--- src/rtl/io_console_ctrl_pkg.sv ---
// Shared constants, state types and helper functions for the console I/O controller.
`timescale 1ns/1ps
package io_console_pkg;

    // Seven-segment images, gfedcba, active-low
    localparam logic [6:0] SEG_0     = 7'h40;
    localparam logic [6:0] SEG_1     = 7'h79;
    localparam logic [6:0] SEG_2     = 7'h24;
    localparam logic [6:0] SEG_3     = 7'h30;
    localparam logic [6:0] SEG_4     = 7'h19;
    localparam logic [6:0] SEG_5     = 7'h12;
    localparam logic [6:0] SEG_6     = 7'h02;
    localparam logic [6:0] SEG_7     = 7'h78;
    localparam logic [6:0] SEG_8     = 7'h00;
    localparam logic [6:0] SEG_9     = 7'h10;
    localparam logic [6:0] SEG_MINUS = 7'h3F;
    localparam logic [6:0] SEG_E     = 7'h06;
    localparam logic [6:0] SEG_BLANK = 7'h7F;

    typedef enum logic [1:0] {IN_IDLE, IN_WAIT, IN_DONE} in_state_t;
    typedef enum logic [1:0] {CV_IDLE, CV_SHIFT, CV_DONE} cv_state_t;

    function automatic longint unsigned pow10(input int n);
        longint unsigned p;
        p = 64'd1;
        for (int i = 0; i < n; i++) p = p * 64'd10;
        return p;
    endfunction

    // Decimal digits of 2^dw (floor(dw*log10(2))+1), four bits each
    function automatic int bcd_width(input int dw);
        return 4 * ((dw * 30103) / 100000 + 1);
    endfunction

    function automatic logic [6:0] seg_of(input logic [3:0] d);
        case (d)
            4'd0:    return SEG_0;
            4'd1:    return SEG_1;
            4'd2:    return SEG_2;
            4'd3:    return SEG_3;
            4'd4:    return SEG_4;
            4'd5:    return SEG_5;
            4'd6:    return SEG_6;
            4'd7:    return SEG_7;
            4'd8:    return SEG_8;
            4'd9:    return SEG_9;
            default: return SEG_BLANK;
        endcase
    endfunction

endpackage

--- src/rtl/io_console_ctrl_if.sv ---
// Processor-side bundle of the console controller: IN/OUT handshake, switches, button, display.
`timescale 1ns/1ps
interface io_console_ctrl_if #(
    parameter int DATA_W     = 32,
    parameter int SW_W       = 15,
    parameter int NUM_DIGITS = 8
);
    logic                    cpu_step;
    logic                    in_req;
    logic                    out_req;
    logic                    halt;
    logic [DATA_W-1:0]       cpu_data;
    logic [SW_W-1:0]         SW;
    logic                    insert;
    logic [DATA_W-1:0]       user_input;
    logic                    stall;
    logic                    in_ack;
    logic                    busy;
    logic [7*NUM_DIGITS-1:0] HEX;

    modport master (
        output cpu_step, in_req, out_req, halt, cpu_data, SW, insert,
        input  user_input, stall, in_ack, busy, HEX
    );

    modport slave (
        input  cpu_step, in_req, out_req, halt, cpu_data, SW, insert,
        output user_input, stall, in_ack, busy, HEX
    );
endinterface

--- src/rtl/io_console_ctrl_bin2bcd_seq.sv ---
// Sequential double-dabble: one binary bit per cycle, DATA_W cycles per conversion.
`timescale 1ns/1ps
module bin2bcd_seq #(
    parameter int DATA_W = 32,
    parameter int BCD_W  = 40
) (
    input  logic              clk,
    input  logic              rst_n,
    input  logic              i_start,
    input  logic [DATA_W-1:0] i_bin,
    output logic              o_busy,
    output logic              o_done,
    output logic [BCD_W-1:0]  o_bcd
);
    localparam int CNT_W = $clog2(DATA_W + 1);

    logic [CNT_W-1:0]  r_cnt;
    logic              r_busy;
    logic [DATA_W-1:0] r_bin;
    logic [BCD_W-1:0]  r_bcd;
    logic [BCD_W-1:0]  w_adj;

    always_comb begin
        w_adj = r_bcd;
        for (int d = 0; d < BCD_W / 4; d++)
            if (r_bcd[4*d +: 4] >= 4'd5) w_adj[4*d +: 4] = r_bcd[4*d +: 4] + 4'd3;
    end

    always_ff @(posedge clk or negedge rst_n) begin
        if (!rst_n) begin
            r_busy <= 1'b0;
            r_cnt  <= '0;
        end else if (i_start) begin
            r_busy <= 1'b1;
            r_cnt  <= CNT_W'(DATA_W);
        end else if (r_busy) begin
            r_cnt <= r_cnt - CNT_W'(1);
            if (r_cnt == CNT_W'(1)) r_busy <= 1'b0;
        end
    end

    // Datapath carries no reset; it is always loaded by i_start before use
    always_ff @(posedge clk) begin
        if (i_start) begin
            r_bin <= i_bin;
            r_bcd <= '0;
        end else if (r_busy) begin
            r_bin <= r_bin << 1;
            r_bcd <= BCD_W'({w_adj, r_bin[DATA_W-1]});
        end
    end

    assign o_busy = r_busy;
    assign o_done = r_busy & (r_cnt == CNT_W'(1));
    assign o_bcd  = r_bcd;
endmodule

--- src/rtl/io_console_ctrl.sv ---
// Console I/O controller: stalling IN with synchronised insert button, buffered OUT to a decimal display.
`timescale 1ns/1ps
module io_console_ctrl
    import io_console_pkg::*;
#(
    parameter int DATA_W      = 32,
    parameter int SW_W        = 15,
    parameter int NUM_DIGITS  = 8,
    parameter bit SIGNED_OUT  = 1,
    parameter bit IN_SIGN_EXT = 0,
    parameter bit BLANK_LZ    = 1
) (
    input logic         CLK,
    input logic         reset,
    io_console_ctrl_if.slave io
);
    localparam int                      BCD_W   = bcd_width(DATA_W);
    localparam longint unsigned         LIM_POS = pow10(NUM_DIGITS);
    localparam longint unsigned         LIM_NEG = pow10(NUM_DIGITS - 1);
    localparam logic [7*NUM_DIGITS-1:0] HEX_RST =
        ({(7*NUM_DIGITS){1'b1}} << 7) | (7*NUM_DIGITS)'(SEG_0);

    logic r_ins_s1, r_ins_s2, r_ins_s3;
    logic [SW_W-1:0] r_sw_s1, r_sw_s2;
    logic w_press;
    logic signed [SW_W-1:0] w_sw_s;
    logic [DATA_W-1:0] w_sw_ext;

    // Button idles high, so the synchroniser resets to 1 to avoid a phantom press
    always_ff @(posedge CLK or negedge reset) begin
        if (!reset) begin
            r_ins_s1 <= 1'b1;
            r_ins_s2 <= 1'b1;
            r_ins_s3 <= 1'b1;
            r_sw_s1  <= '0;
            r_sw_s2  <= '0;
        end else begin
            r_ins_s1 <= io.insert;
            r_ins_s2 <= r_ins_s1;
            r_ins_s3 <= r_ins_s2;
            r_sw_s1  <= io.SW;
            r_sw_s2  <= r_sw_s1;
        end
    end

    assign w_press  = r_ins_s3 & ~r_ins_s2;
    assign w_sw_s   = r_sw_s2;
    assign w_sw_ext = IN_SIGN_EXT ? DATA_W'(w_sw_s) : DATA_W'(r_sw_s2);

    in_state_t r_in_st, w_in_nx;
    logic w_stall, w_in_cap, r_in_ack;
    logic [DATA_W-1:0] r_user;

    always_ff @(posedge CLK or negedge reset) begin
        if (!reset) r_in_st <= IN_IDLE;
        else        r_in_st <= w_in_nx;
    end

    always_comb begin
        w_in_nx = r_in_st;
        if (io.halt) w_in_nx = IN_IDLE;
        else begin
            case (r_in_st)
                IN_IDLE: if (io.in_req)   w_in_nx = IN_WAIT;
                IN_WAIT: if (w_press)     w_in_nx = IN_DONE;
                IN_DONE: if (io.cpu_step) w_in_nx = IN_IDLE;
                default:                  w_in_nx = IN_IDLE;
            endcase
        end
    end

    always_comb begin
        w_stall  = 1'b0;
        w_in_cap = 1'b0;
        case (r_in_st)
            IN_IDLE: w_stall = io.in_req & ~io.halt & reset;
            IN_WAIT: begin
                w_stall  = reset;
                w_in_cap = w_press & ~io.halt;
            end
            default: ;
        endcase
    end

    always_ff @(posedge CLK or negedge reset) begin
        if (!reset) begin
            r_user   <= '0;
            r_in_ack <= 1'b0;
        end else begin
            r_in_ack <= w_in_cap;
            if (w_in_cap) r_user <= w_sw_ext;
        end
    end

    cv_state_t r_cv_st, w_cv_nx;
    logic w_out_cap, w_cv_start, w_cv_done, w_b2b_busy;
    logic w_pend_wr, w_pend_clr, w_hex_load, r_pend_vld;
    logic [DATA_W-1:0] r_pend, w_start_mag, r_mag;
    logic signed [DATA_W-1:0] w_start_val;
    logic w_start_neg, r_neg;
    logic [BCD_W-1:0] w_bcd;

    assign w_out_cap = io.cpu_step & io.out_req & ~io.halt;

    always_ff @(posedge CLK or negedge reset) begin
        if (!reset) r_cv_st <= CV_IDLE;
        else        r_cv_st <= w_cv_nx;
    end

    always_comb begin
        w_cv_nx = r_cv_st;
        case (r_cv_st)
            CV_IDLE:  if (w_out_cap) w_cv_nx = CV_SHIFT;
            CV_SHIFT: if (w_cv_done) w_cv_nx = CV_DONE;
            CV_DONE:  w_cv_nx = (w_out_cap | r_pend_vld) ? CV_SHIFT : CV_IDLE;
            default:  w_cv_nx = CV_IDLE;
        endcase
    end

    // A capture landing in CV_DONE is newer than the pending value, so it wins
    always_comb begin
        w_cv_start  = 1'b0;
        w_pend_wr   = 1'b0;
        w_pend_clr  = 1'b0;
        w_hex_load  = 1'b0;
        w_start_val = io.cpu_data;
        case (r_cv_st)
            CV_IDLE:  w_cv_start = w_out_cap;
            CV_SHIFT: w_pend_wr  = w_out_cap;
            CV_DONE: begin
                w_hex_load = 1'b1;
                w_pend_clr = 1'b1;
                w_cv_start = w_out_cap | r_pend_vld;
                if (!w_out_cap) w_start_val = r_pend;
            end
            default: ;
        endcase
    end

    assign w_start_neg = SIGNED_OUT & w_start_val[DATA_W-1];
    assign w_start_mag = w_start_neg ? -w_start_val : w_start_val;

    always_ff @(posedge CLK or negedge reset) begin
        if (!reset)          r_pend_vld <= 1'b0;
        else if (w_pend_wr)  r_pend_vld <= 1'b1;
        else if (w_pend_clr) r_pend_vld <= 1'b0;
    end

    always_ff @(posedge CLK) begin
        if (w_pend_wr) r_pend <= io.cpu_data;
        if (w_cv_start) begin
            r_mag <= w_start_mag;
            r_neg <= w_start_neg;
        end
    end

    bin2bcd_seq #(.DATA_W(DATA_W), .BCD_W(BCD_W)) u_bin2bcd (
        .clk     (CLK),
        .rst_n   (reset),
        .i_start (w_cv_start),
        .i_bin   (w_start_mag),
        .o_busy  (w_b2b_busy),
        .o_done  (w_cv_done),
        .o_bcd   (w_bcd)
    );

    logic w_ovf;
    int   w_msd;
    logic [7*NUM_DIGITS-1:0] w_img, r_hex;

    // A negative value also needs one free digit for its sign
    assign w_ovf = (64'(r_mag) >= LIM_POS) | (r_neg & (64'(r_mag) >= LIM_NEG));

    always_comb begin
        w_msd = 0;
        w_img = '1;
        for (int k = 0; k < NUM_DIGITS; k++)
            if (4'(w_bcd >> (4*k)) != 4'd0) w_msd = k;
        for (int k = 0; k < NUM_DIGITS; k++) begin
            if (w_ovf)
                w_img[7*k +: 7] = (k == 0) ? SEG_E : SEG_BLANK;
            else if (r_neg && (BLANK_LZ ? (k == w_msd + 1) : (k == NUM_DIGITS - 1)))
                w_img[7*k +: 7] = SEG_MINUS;
            else if (!BLANK_LZ || k <= w_msd)
                w_img[7*k +: 7] = seg_of(4'(w_bcd >> (4*k)));
            else
                w_img[7*k +: 7] = SEG_BLANK;
        end
    end

    always_ff @(posedge CLK or negedge reset) begin
        if (!reset)          r_hex <= HEX_RST;
        else if (w_hex_load) r_hex <= w_img;
    end

    assign io.user_input = r_user;
    assign io.stall      = w_stall;
    assign io.in_ack     = r_in_ack;
    assign io.busy       = w_b2b_busy | (r_cv_st == CV_DONE);
    assign io.HEX        = r_hex;
endmodule

--- src/flat_wrapper.sv ---
// flat-port wrapper written by rule: the top's interface ports become plain ports
module io_console_ctrl_flat import io_console_pkg::*;
#(
    parameter int DATA_W      = 32,
    parameter int SW_W        = 15,
    parameter int NUM_DIGITS  = 8,
    parameter bit SIGNED_OUT  = 1,
    parameter bit IN_SIGN_EXT = 0,
    parameter bit BLANK_LZ    = 1
)
  (CLK, reset, io_cpu_step, io_in_req, io_out_req, io_halt, io_cpu_data, io_SW, io_insert, io_user_input, io_stall, io_in_ack, io_busy, io_HEX);
  io_console_ctrl_if #(.DATA_W(DATA_W), .SW_W(SW_W), .NUM_DIGITS(NUM_DIGITS)) io_i ();
  input logic CLK;
  input logic reset;
  input wire logic [$bits(io_i.cpu_step)-1:0] io_cpu_step;
  input wire logic [$bits(io_i.in_req)-1:0] io_in_req;
  input wire logic [$bits(io_i.out_req)-1:0] io_out_req;
  input wire logic [$bits(io_i.halt)-1:0] io_halt;
  input wire logic [$bits(io_i.cpu_data)-1:0] io_cpu_data;
  input wire logic [$bits(io_i.SW)-1:0] io_SW;
  input wire logic [$bits(io_i.insert)-1:0] io_insert;
  output wire logic [$bits(io_i.user_input)-1:0] io_user_input;
  output wire logic [$bits(io_i.stall)-1:0] io_stall;
  output wire logic [$bits(io_i.in_ack)-1:0] io_in_ack;
  output wire logic [$bits(io_i.busy)-1:0] io_busy;
  output wire logic [$bits(io_i.HEX)-1:0] io_HEX;
  assign io_i.cpu_step = io_cpu_step;
  assign io_i.in_req = io_in_req;
  assign io_i.out_req = io_out_req;
  assign io_i.halt = io_halt;
  assign io_i.cpu_data = io_cpu_data;
  assign io_i.SW = io_SW;
  assign io_i.insert = io_insert;
  assign io_user_input = io_i.user_input;
  assign io_stall = io_i.stall;
  assign io_in_ack = io_i.in_ack;
  assign io_busy = io_i.busy;
  assign io_HEX = io_i.HEX;
  io_console_ctrl #(.DATA_W(DATA_W), .SW_W(SW_W), .NUM_DIGITS(NUM_DIGITS), .SIGNED_OUT(SIGNED_OUT), .IN_SIGN_EXT(IN_SIGN_EXT), .BLANK_LZ(BLANK_LZ)) u_core (.CLK(CLK), .reset(reset), .io(io_i));
endmodule
--- config.mk ---
export PLATFORM = sky130hd
export DESIGN_NAME = io_console_ctrl_flat
export DESIGN_NICKNAME = d
export VERILOG_FILES = /design/src/rtl/io_console_ctrl_pkg.sv /design/src/rtl/io_console_ctrl_if.sv /design/src/rtl/io_console_ctrl_bin2bcd_seq.sv /design/src/rtl/io_console_ctrl.sv /design/src/flat_wrapper.sv
export SDC_FILE = /design/constraint.sdc
export NUM_CORES = 1
export LEC_CHECK = 0
export CAP_MARGIN = 20
export CORE_MARGIN = 5
export CORE_UTILIZATION = 57
export DETAILED_ROUTE_END_ITERATION = 8
export GPL_TIMING_DRIVEN = 0
export PLACE_DENSITY = 0.85
export SLEW_MARGIN = 10
export SYNTH_ARGS = -nofsm -noshare
export SYNTH_HDL_FRONTEND = slang
export SYNTH_HIERARCHICAL = 1
export SYNTH_SLANG_ARGS = --single-unit
--- constraint.sdc ---
create_clock -name CLK -period 5 [get_ports CLK]
set_input_delay 1.25 -clock CLK [delete_from_list [all_inputs] [get_ports CLK]]
set_output_delay 1.25 -clock CLK [all_outputs]
set_load 0.005 [all_outputs]
**Word-level counts from Yosys, hierarchy flattened**

Memories as Yosys holds them, arrays and structs flattened. A register that Yosys moved wholly into a read port is not among the register bits.
Cells that the tools add are included.
W data, S select, Z words.

- Logic and storage cells: 194
- ROM bits: 896
- Input port bits: 54
- Bits in registers: 254
- Output and inout port bits: 91
- Memories: 8

Memories:

| name | depth | width | rd ports | clocked after memory_dff | write ports | RTL line | source |
|---|---|---|---|---|---|---|---|
| (no name shown) | 16 | 7 | 1 | 1 | 0 | io_console_ctrl_pkg.sv:36 | `case (d)` |
| (no name shown) | 16 | 7 | 1 | 1 | 0 | io_console_ctrl_pkg.sv:36 |  |
| (no name shown) | 16 | 7 | 1 | 1 | 0 | io_console_ctrl_pkg.sv:36 |  |
| (no name shown) | 16 | 7 | 1 | 1 | 0 | io_console_ctrl_pkg.sv:36 |  |
| (no name shown) | 16 | 7 | 1 | 1 | 0 | io_console_ctrl_pkg.sv:36 |  |
| (no name shown) | 16 | 7 | 1 | 1 | 0 | io_console_ctrl_pkg.sv:36 |  |
| 2 more memories | n/a | n/a | n/a | n/a | n/a | n/a |  |

- Add/subtract/negate cells: 13
- Mux-type cells: 83
- Eq/ne operators: 17
- Bitwise logic cells: 13
- Order comparisons: 20
- Reductions and logical operators: 22

Operators by type and width:

| operator | number |
|---|---|
| $mux W32 | 11 |
| $mux W7 | 24 |
| $eq A4 B32 Y1 const A | 4 |
| $le A4 B32 Y1 const A | 4 |
| $mux W4 | 25 |
| $eq A3 B32 Y1 const A | 2 |
| $le A3 B32 Y1 const A | 2 |
| $ge A4 B3 Y1 const B | 10 |
| $add A4 B2 Y4 const B | 9 |
| $add A32 B2 Y32 const B | 1 |
| $eq A2 B32 Y1 const A | 1 |
| $ge A32 B24 Y1 const B | 1 |
| $ge A32 B27 Y1 const B | 1 |
| $le A1 B32 Y1 const A | 1 |
| $le A2 B32 Y1 const A | 1 |
| $logic_not A32 Y1 | 1 |
| $neg A32 Y32 | 1 |
| $reduce_bool A4 Y1 | 7 |
| $mux W2 | 6 |
| $mux W6 | 2 |
| $pmux W2 S3 | 2 |
| $mux W1 | 10 |
| $and A1 B1 Y1 | 8 |
| $logic_and A1 B1 Y1 | 8 |
| 17 further kinds | 26 |

**Logic depth before layout (Yosys ltp)**

Gate-level depths: netlist of the first run.

- Depth in word-level cells: 13
- Depth in mapped cells: 14
- Depth with buffers taken out: 11

**Modules after synthesis**

The synthesis of the first run kept the hierarchy.

By module, submodules not included:

| module | cells an instance | seq. area each (sq um) | instances | area each (sq um) |
|---|---|---|---|---|
| io_console_ctrl | 919 | 4,770.8 | 1 | 9,417.8 |
| bin2bcd_seq | 402 | 1,936.9 | 1 | 4,116.4 |

**Worst setup path after synthesis of the first run**

Ideal clock, no wire load.

- Path kind: input to register
- Start point: input port io_halt
- End point: register u_core.u_bin2bcd.r_bin[0], enable pin
- Path buffers: 2
- Path slack: 0.354 ns
- Stages on the path: 5
- Required time: 4.625 ns
- Arrival: 4.272 ns
- Setup time: 0.375 ns
- Cell sequence: nand3b_1 a21oi_1 buf_2 buf_2 or2_2

- Cells in the longest elaborated chain, start to end: 5

RTL lines:

| item | RTL line | source |
|---|---|---|
| start, declared | flat_wrapper.sv:18 | `input wire logic [$bits(io_i.halt)-1:0] io_halt;` |
| $not A1 Y1 * | io_console_ctrl.sv:103 | `assign w_out_cap = io.cpu_step & io.out_req & ~io.halt;` |
| $and A1 B1 Y1 * | io_console_ctrl.sv:103 |  |
| $or A1 B1 Y1 | io_console_ctrl.sv:133 | `w_cv_start = w_out_cap \| r_pend_vld;` |
| $pmux W1 S2 * | io_console_ctrl.sv:127 | `case (r_cv_st)` |
| via u_core.w_cv_start | io_console_ctrl.sv:96 | `logic w_out_cap, w_cv_start, w_cv_done, w_b2b_busy;` |
| $reduce_bool A2 Y1 (no source line) * | n/a |  |
| end signal, assigned | io_console_ctrl_bin2bcd_seq.sv:45 | `r_bin <= i_bin;` |
| end signal, assigned | io_console_ctrl_bin2bcd_seq.sv:48 | `r_bin <= r_bin << 1;` |
| end, declared | io_console_ctrl_bin2bcd_seq.sv:19 | `logic [DATA_W-1:0] r_bin;` |

Mark *: on every way through the listed nets, which the timed path passes. The rest lies on a longest branch.
A chain may end at the register's enable or synchronous reset.

**Worst setup path in the final report of the first run**

- Start point: input port io_halt
- End point: register u_core.u_bin2bcd.r_bin[28], data pin

- Cells in the longest elaborated chain, start to end: 7
- Elaborated cells on any way between the ends: 9
- Classes of those cells: add/sub: 1; mux: 5; bitwise: 3

RTL lines:

| item | RTL line | source |
|---|---|---|
| $not A1 Y1 * | io_console_ctrl.sv:103 |  |
| $and A1 B1 Y1 * | io_console_ctrl.sv:103 |  |
| $mux W32 * | io_console_ctrl.sv:134 | `if (!w_out_cap) w_start_val = r_pend;` |
| $mux W32 * | io_console_ctrl.sv:127 |  |
| $neg A32 Y32 | io_console_ctrl.sv:141 | `assign w_start_mag = w_start_neg ? -w_start_val : w_start_val;` |
| $mux W32 * | io_console_ctrl.sv:141 |  |
| via u_core.w_start_mag[28] | io_console_ctrl.sv:98 | `logic [DATA_W-1:0] r_pend, w_start_mag, r_mag;` |
| $mux W32 * | io_console_ctrl_bin2bcd_seq.sv:44 | `if (i_start) begin` |

Marks and branches as above.

==> results of run 1 <==
==> cell type report <==
class | count | area [um2] | area share, %
clock buffer | 32 | 704 | 4.47
tap | 285 | 357 | 2.26
clock inverter | 16 | 201 | 1.28
buffer | 79 | 434 | 2.75
inverter | 69 | 259 | 1.64
sequential | 246 | 6550 | 41.5
multi-input combinational | 888 | 5920 | 37.5
timing repair buffer | 131 | 1350 | 8.54
==> state kept, by name, indices dropped and copies added, names as in the netlist <==
name / flops
u_core/io.HEX: 56
u_core/io.in_ack: 1
u_core/io.user_input: 15
u_core/r_cv_st: 2
u_core/r_in_st: 2
u_core/r_ins_s1: 1
u_core/r_ins_s2: 1
u_core/r_ins_s3: 1
u_core/r_mag: 32
u_core/r_neg: 1
u_core/r_pend: 32
u_core/r_pend_vld: 1
u_core/r_sw_s1: 15
u_core/r_sw_s2: 15
u_core/u_bin2bcd/o_bcd: 32
u_core/u_bin2bcd/o_busy: 1
u_core/u_bin2bcd/r_bin: 32
u_core/u_bin2bcd/r_cnt: 6
==> worst paths after layout <==
kind / start / to
setup / recovery: io_halt / u_core/u_bin2bcd/r_bin[28]$_DFFE_PP_
hold / removal: u_core/r_sw_s1[8]$_DFF_PN0_ / u_core/r_sw_s2[8]$_DFF_PN0_
setup reg to reg: u_core/r_cv_st[1]$_DFFE_PN0P_ / u_core/u_bin2bcd/r_bin[28]$_DFFE_PP_
hold reg to reg: u_core/r_sw_s1[8]$_DFF_PN0_ / u_core/r_sw_s2[8]$_DFF_PN0_
max in group asynchronous: reset / u_core/r_ins_s1$_DFF_PN1_
min in group asynchronous: reset / u_core/u_bin2bcd/r_cnt[3]$_DFFE_PN0P_
==> power breakdown <==
group | switching (mW) | total [mW] | internal [mW]
clock network | 0.811 | 2.03 | 1.21
registers | 0.384 | 2.93 | 2.55
logic | 1.65 | 2.90 | 1.25
total | 2.84 | 7.86 | 5.02
==> timing repair <==
item / 4_1_cts / 5_1_grt
resized for setup: 3 / 3
setup buffers: 0 / 1
setup endpoints to repair: 16 / 7
pin swaps: 0 / 0
==> through the flow <==
stage	utilization, %	setup slack (ps)
2_1_floorplan	-	417
3_3_place_gp	65.2	-2690
3_5_place_dp	65.6	-832
4_1_cts	69.6	27.2
5_1_grt	69.7	5.80
6_report	69.7	136
==> worst max-delay path: cells and delay by family <==
| family | cells | cell delay, ps |
|---|---|---|
| muxes | 2 | 560 |
| and+or+nand+nor | 4 | 1320 |
| buffers and inverters | 4 | 1160 |
| adders and majority gates | 1 | 280 |
| xor gates and xnor gates | 1 | 180 |
| AOI/OAI and AO/OA | 2 | 370 |
==> layer usage <==
layer / GRT usage (%) / vias to the layer above
met5: 0 / -
met4: 8.88 / 0
met3: 3.34 / 87
met2: 39.8 / 440
met1: 29.7 / 4964
li1: - / 4891
==> cells in the final DEF, fill, tap and decap left out, types with 10 or more instances in the layout <==
master,count
clkbuf_1,29
or3_1,16
conb_1,17
o21ai_1,19
nand4_1,14
clkdlybuf4s50_1,126
mux2i_1,40
edfxtp_1,97
a41oi_1,18
nor4_1,11
a31oi_1,23
nor2_1,125
a21oi_1,82
buf_2,25
o22ai_1,14
nand3b_1,10
dfrtp_1,64
nand2b_1,17
nand3_1,20
buf_4,22
nand2_1,104
ha_1,60
o21ai_0,60
dfstp_2,53
nor3_1,34
xor2_1,16
clkbuf_16,27
dfxtp_1,32
mux2_2,32
xnor2_1,23
inv_1,68
==> impl_metrics.ini, run 1 <==
[outcome]
outcome = finished, final reports clean

[die]
die_h_um = 161
die_x_um = 161
core_region_area_mm2 = 0.0226
rows = 55
dieArea_mm2 = 0.0261
io_pins = 145
start_util_pct = 57.7

[layout]
syn2layout_area_growth_pct = 20.7
nNetsFinal = 1555
final_area_mm2 = 0.0158
drive_gt1_share_pct = 15.5
n_antenna_cell = 0
stdcell_count = 1746
nFillCells = 1642

[clocking]
cts_made_buffers = 26
clock_latency_ps = 530
cts_tree = built
cts_buffer_depth = 3
postCtsHoldBufs = 0
cts-root-buf = clkbuf_16
cts.htree.levels = 1
cts.clk_slew.worst_paths_ps = 60
cts.sinks = 246

[sta]
min_period_ps = 4860
slew_headroom_pct = 48.6
rsz0062_at_grt = no
timing.final.max_slew_violations = 0
fmax_mhz = 206
worst_pin_slew_ps = 771
finalSetupViolations = 0
skew_ps = 13.1
fin_hold_ws_ps = 343
finalHoldViolCount = 0
setup_tns_ps = 0
fin_crit_sh_pct = 97.3

[logic_synthesis]
avgSynthCellArea_um2 = 10.3
syn-cell-area_mm2 = 0.0131
syn_inst = 1266
yosys_warnings = 6

[worst_setup_path]
rr_worst_depth = 14
critical_path.max_stage_delay_ps = 570
end_kind = register
required_ps = 5280
critPathLaunchType = input pin
cp_cell_sequence = clkdlybuf4s50_1 -> nand3b_1 -> nand2_4 -> clkbuf_2 -> clkbuf_4 -> mux2i_1 -> ha_1 -> inv_1 -> or4_4 -> o32a_2 -> nor2_2 -> a21oi_1 -> xnor2_1 -> mux2_2
cp_slowest_cell = or4_4
path_class = input pin to register
worstPathMaxFanout = 10
cp.arrival_ps = 5140
rrSetupSlack_ps = 990

[drt]
drt-met1-wl_um = 12900
wire_per_inst_um = 17.8
highest_layer = met4
wl_um = 31100
first_iter_violations = 804
drt_pass1_iterations = 5
dr_wl_met3_um = 2070
route.detailed.drc = 0
wl_met2_um = 15000
postRouteAntennaNets = 0
viasPerCell = 5.95
num_vias = 10382

[hold_path]
holdPathStages = 0
hold_path.class = register to register

[place]
dp_hpwl_um = 21900
placedCellCount = 1697
dpl-instance-area_mm2 = 0.0148
gp_congestion = 0.926
portBuffers = 127

[global_routing]
antenna_found_initial = 0
overflow = 0
grt_pass1_wl_um = 50200
track_usage_pct = 23.1
grt_max_degree = 92
grt_pass1_vias = 10046

[power]
power.density_mw_per_mm2 = 498
irDropWorstVdd_mv = 0.291
total_power_mw = 7.86
p_leak_nw = 6.41

[run]
max_cap_viol_count = 0
Note: power is estimated with default switching activity, not from simulation.
==> run 2, diff against run 1 <==
- SYNTH_HIERARCHICAL: 1 -> default
- TNS_END_PERCENT: default -> 10
==> impl_metrics.ini, run 2 <==
[clocking]
cts.clk_slew.worst_paths_ps = 60
cts.sinks = 295
cts_buffer_depth = 3
cts.htree.levels = 1
post_cts_buffers = 0
cts_made_buffers = 30
postCtsHoldBufs = 0
cts_tree = built
clock_latency_ps = 550
cts_resized = 0
cts-root-buf = clkbuf_16

[logic_synthesis]
yosysSeqAreaShare_pct = 52.3
avgSynthCellArea_um2 = 10.2
syn_inst = 1394
synth_largest_area_cell = edfxtp_1
synth-seq-cells = 295
synthFlopType = edfxtp_1
async_flop_share_pct = 39.7
yosys_warnings = 0
synth.area.top_cells = edfxtp_1 19%, dfxtp_1 12%, dfrtp_1 11%, dfstp_2 9.8%, ha_1 5.4%
syn-cell-area_mm2 = 0.0143
yosysMostFrequentCell = nor2_1
yosysUniqueCellTypes = 83
synthTopCellsByCount = 142 x nor2_1, 125 x nand2_1, 108 x a21oi_1
synth_top_area_share_pct = 18.9
synth_enable_flop_cells = 90

[worst_setup_path]
crit_top_cell = clkbuf_1
path_class = register to output pin
worstPathMaxFanout = 10
cp_slowest_cell = clkbuf_1
end_kind = output pin
critical_path.max_stage_delay_ps = 600
cp_cell_sequence = nand2b_1 -> clkbuf_2 -> clkbuf_1 -> clkbuf_1 -> nand2_1 -> clkdlybuf4s50_1
required_ps = 3750
critPathLaunchType = register
cp.arrival_ps = 3500

[layout]
syn2layout_area_growth_pct = 20.0
stdcell_count = 1926
n_antenna_cell = 0
multi_input_area_mm2 = 0.00624
nNetsFinal = 1688
nFillCells = 1843
drive_gt1_share_pct = 11.8
layout_commonest_cell = nor2_1
fin_util_pct = 68.8
seq_area_mm2 = 0.00746
final_cell_mix = 141 x nor2_1, 126 x clkdlybuf4s50_1, 125 x nand2_1

[die]
die_x_um = 168
dieArea_mm2 = 0.0283
die_h_um = 168
rows = 58
core_region_area_mm2 = 0.0249
start_util_pct = 57.3
io_pins = 145

[global_routing]
grt_pass1_vias = 11364
track_usage_pct = 25.4
grt_max_degree = 93
grt_pass1_wl_um = 58800
antenna_found_initial = 0
overflow = 0

[sta]
min_period_ps = 4750
finalSetupViolations = 0
worst_pin_slew_ps = 1090
rsz0062_at_grt = no
skew_ps = 8.36
fin_crit_sh_pct = 95.1
fin_hold_ws_ps = 343
fmax_mhz = 210
setup_slack_ps = 246
slew_headroom_pct = 27.4
timing.final.max_slew_violations = 0
finalHoldViolCount = 0

[power]
p_leak_nw = 6.83
irDropWorstVdd_mv = 0.336
power.density_mw_per_mm2 = 629
total_power_mw = 10.8

[place]
placedCellCount = 1870
gp_congestion = 0.970
portBuffers = 127
dp_hpwl_um = 26500
dpl_worst_slack_ps = -17.0

[drt]
route.detailed.drc = 0
postRouteAntennaNets = 0
wl_um = 37200
drt_pass1_iterations = 5
wire_per_inst_um = 19.3
first_iter_violations = 912
num_vias = 11508
viasPerCell = 5.98

[outcome]
outcome = finished, final reports clean

[run]
max_cap_viol_count = 0

[hold_path]
hold_path.class = register to register
[run 2: changes by cell type in the layout (fill, tap and decap cells not counted), moves of 13 or more]
cell | before | now
a211oi_1 | 3 | 21
o21a_1 | 6 | 23
o21ai_1 | 19 | 4
o22a_1 | 9 | 29
buf_2 | 25 | 9
inv_1 | 68 | 54
nand2_1 | 104 | 125
clkbuf_1 | 29 | 42
a21oi_1 | 82 | 108
dfxtp_1 | 32 | 88
a21o_1 | 3 | 16
nor2_1 | 125 | 141
a41oi_1 | 18 | 0
[run 2: cell type report]
class                   count  area share, %
plain buffers              73           2.38
clock inverters            11          0.695
inverters                  62           1.36
flip-flops and latches    295           43.6
well taps                 330           2.41
clock buffers              45           5.28
multi-input cells         980           36.4
repair buffers            130           7.84
[run 2: through the flow]
stage / instance area [um2] / TNS, ps
floorplan: 14300 / 0
global placement: 16000 / -149880
detailed placement: 16100 / -17.0
CTS: 17100 / 0
global route: 17100 / 0
finish: 17100 / 0
[run 2: kinds of logic (layout without fill, tap and decap cells)]
kind of cell | count (synthesis) | after routing | share of synthesized area, %
other cells | 1 | 17 | 0.0263
fa+ha+maj | 62 | 62 | 5.44
flops | 295 | 295 | 52.3
compound gates | 376 | 376 | 17.2
buf+inv | 135 | 321 | 4.47
simple gates | 442 | 442 | 14.8
mux | 51 | 51 | 3.77
xor+xnor | 32 | 32 | 1.96
[run 2: worst paths after layout]
check | from | slack [ps] | cells after the start | end
max in group asynchronous | reset | 3690 | 2 | u_core.r_ins_s1$_DFF_PN1_
max | u_core.r_cv_st[0]$_DFFE_PN0P_ | 250 | 6 | io_busy
max reg2reg | u_core.r_cv_st[0]$_DFFE_PN0P_ | 1360 | 11 | u_core.r_mag[28]$_DFFE_PP_
min in group asynchronous | reset | 810 | 1 | u_core.io.HEX[49]$_DFFE_PN1P_
min | u_core.r_sw_s1[13]$_DFF_PN0_ | 340 | 0 | u_core.r_sw_s2[13]$_DFF_PN0_
min reg2reg | u_core.r_sw_s1[13]$_DFF_PN0_ | 340 | 0 | u_core.r_sw_s2[13]$_DFF_PN0_
[run 2: metal layers]
layer,track usage (%),share of wire [%],up-vias
li1,-,-,5366
met3,3.83,7.2,104
met2,43.8,49,508
met1,32.3,40,5530
met4,9.95,3.9,0
met5,0,0,-
[run 2: worst max-delay path, delay by kind of cell, from the launching register on]
kind                   cells  cell delay (ps)
flip-flops                 1              420
AND/OR/NAND/NOR            2              500
buffers and inverters      4             2050
[run 2: where the power goes]
| part | internal [mW] | switching [mW] |
|---|---|---|
| Clock | 1.35 | 0.939 |
| Sequential | 3.25 | 0.315 |
| Combinational | 1.96 | 2.95 |
==> run 3, diff against run 2 <==
- CORE_MARGIN: 5 -> 1
==> impl_metrics.ini, run 3 (same netlist as run 2, synthesis figures left out) <==
[outcome]
outcome = finished, final reports clean

[worst_setup_path]
cp_cell_sequence = nand2b_1 -> clkbuf_1 -> clkbuf_1 -> clkbuf_1 -> nand2_1 -> clkdlybuf4s50_1
worstPathMaxFanout = 10
path_class = register to output pin
r2r-end = u_core.r_mag[28]$_DFFE_PP_
crit_top_cell = clkbuf_1
cp.arrival_ps = 3360
required_ps = 3750
critical_path.max_stage_delay_ps = 550
rr_worst_depth = 10
cpLargestDelayFamily = buffers and inverters
r2r-start = u_core.r_cv_st[0]$_DFFE_PN0P_
critPathLaunchType = register
end_kind = output pin
critPathBufInv = 4
cp_slowest_cell = clkbuf_1
rrSetupSlack_ps = 1350

[sta]
finalSetupViolations = 0
setup_slack_ps = 393
fin_hold_ws_ps = 350
finalHoldViolCount = 0
min_period_ps = 4610
timing.final.max_slew_violations = 0
skew_ps = 13.8
fmax_mhz = 217
setup_tns_ps = 0
worst_pin_slew_ps = 1010
rsz0062_at_grt = no
fin_crit_sh_pct = 92.1
slew_headroom_pct = 32.6

[power]
p_switching_mw = 4.28
internal_power_mw = 6.71
swShare_pct = 39.0
power.density_mw_per_mm2 = 639
p_leak_nw = 6.88
clkPwrFrac_pct = 22.5
irDropWorstVdd_mv = 0.408
seqPwrFrac_pct = 32.5
pwr-share-comb_pct = 44.9

[place]
portBuffers = 127
gp_congestion = 0.957
dpl-instance-area_mm2 = 0.0161
dp_hpwl_um = 25600
placedCellCount = 1863
dpl_worst_slack_ps = 61.0

[clocking]
cts-root-buf = clkbuf_16
cts.sinks = 295
post_cts_buffers = 0
cts_made_buffers = 31
clock_latency_ps = 570
postCtsHoldBufs = 0
cts.clk_slew.worst_paths_ps = 70
cts.htree.levels = 1
cts_buffer_depth = 3
cts_resized = 0
cts_tree = built

[run]
max_cap_viol_count = 0

[global_routing]
track_usage_pct = 28.2
antenna_found_initial = 1
grt_pass1_wl_um = 57900
overflow = 0
grt_max_degree = 96
grt_pass1_vias = 11257

[layout]
nFillCells = 1748
n_antenna_cell = 0
drive_gt1_share_pct = 12.1
multi_input_area_mm2 = 0.00624
seq_area_mm2 = 0.00746
final_area_mm2 = 0.0172
final_cell_mix = 141 x nor2_1, 126 x clkdlybuf4s50_1, 124 x nand2_1
layout_commonest_cell = nor2_1
stdcell_count = 1921
syn2layout_area_growth_pct = 20.5
nNetsFinal = 1688

[drt]
postRouteAntennaNets = 0
viasPerCell = 5.99
wl_um = 36300
route.detailed.drc = 0
num_vias = 11513
wire_per_inst_um = 18.9
first_iter_violations = 1017
drt_pass1_iterations = 6

[die]
core_region_area_mm2 = 0.0245
die_x_um = 160
rows = 57
dieArea_mm2 = 0.0257
die_h_um = 160
io_pins = 145
start_util_pct = 58.3

[hold_path]
hold_path.class = register to register
min_from = u_core.r_sw_s1[8]$_DFF_PN0_
hold_end = u_core.r_sw_s2[8]$_DFF_PN0_
holdPathStages = 0
[run 3: cell type report]
cell class / count / area share (%)
clock buffer: 41 / 5.35
inverter: 62 / 1.35
tap: 324 / 2.36
sequential: 295 / 43.4
buffer: 73 / 2.37
clock inverter: 17 / 1.21
multi-input combinational: 980 / 36.3
timing repair buffer: 129 / 7.68
[run 3: power groups by stage]
| stage | registers, mW | clock network (mW) | logic, mW |
|---|---|---|---|
| after floorplan | 3.50 | 0 | 3.62 |
| after global placement | 3.58 | 0 | 4.49 |
| after detailed placement | 3.60 | 0 | 4.76 |
| after CTS | 3.56 | 2.51 | 4.86 |
| after global routing | 3.63 | 2.62 | 5.46 |
| final | 3.57 | 2.48 | 4.94 |
[run 3: worst max-delay path by stage]
stage,start,end,slack [ps],cells after the start
after detailed placement,io_halt,u_core.r_mag[28]$_DFFE_PP_,60,11
after global routing,u_core.r_cv_st[0]$_DFFE_PN0P_,io_busy,280,6
after CTS,u_core.r_cv_st[0]$_DFFE_PN0P_,io_busy,470,6
after floorplan,io_halt,u_core.r_mag[10]$_DFFE_PP_,1150,8
after global placement,reset,io_stall,-2540,3
final,u_core.r_cv_st[0]$_DFFE_PN0P_,io_busy,390,6
[run 3: stage by stage]
stage / power (mW) / utilization (%)
6_report: 11.0 / 70.3
5_1_grt: 11.7 / 70.3
4_1_cts: 10.9 / 70.3
3_5_place_dp: 8.35 / 65.7
3_3_place_gp: 8.07 / 65.4
2_1_floorplan: 7.12 / -
[run 3: routing by layer]
layer  global-route usage, %  vias up  share of wire [%]
met3                    4.36      109                6.7
met4                    12.1        2                3.7
met1                    34.7     5522                 40
met2                    49.1      500                 49
met5                       0        -              0.028
li1                        -     5380                  -
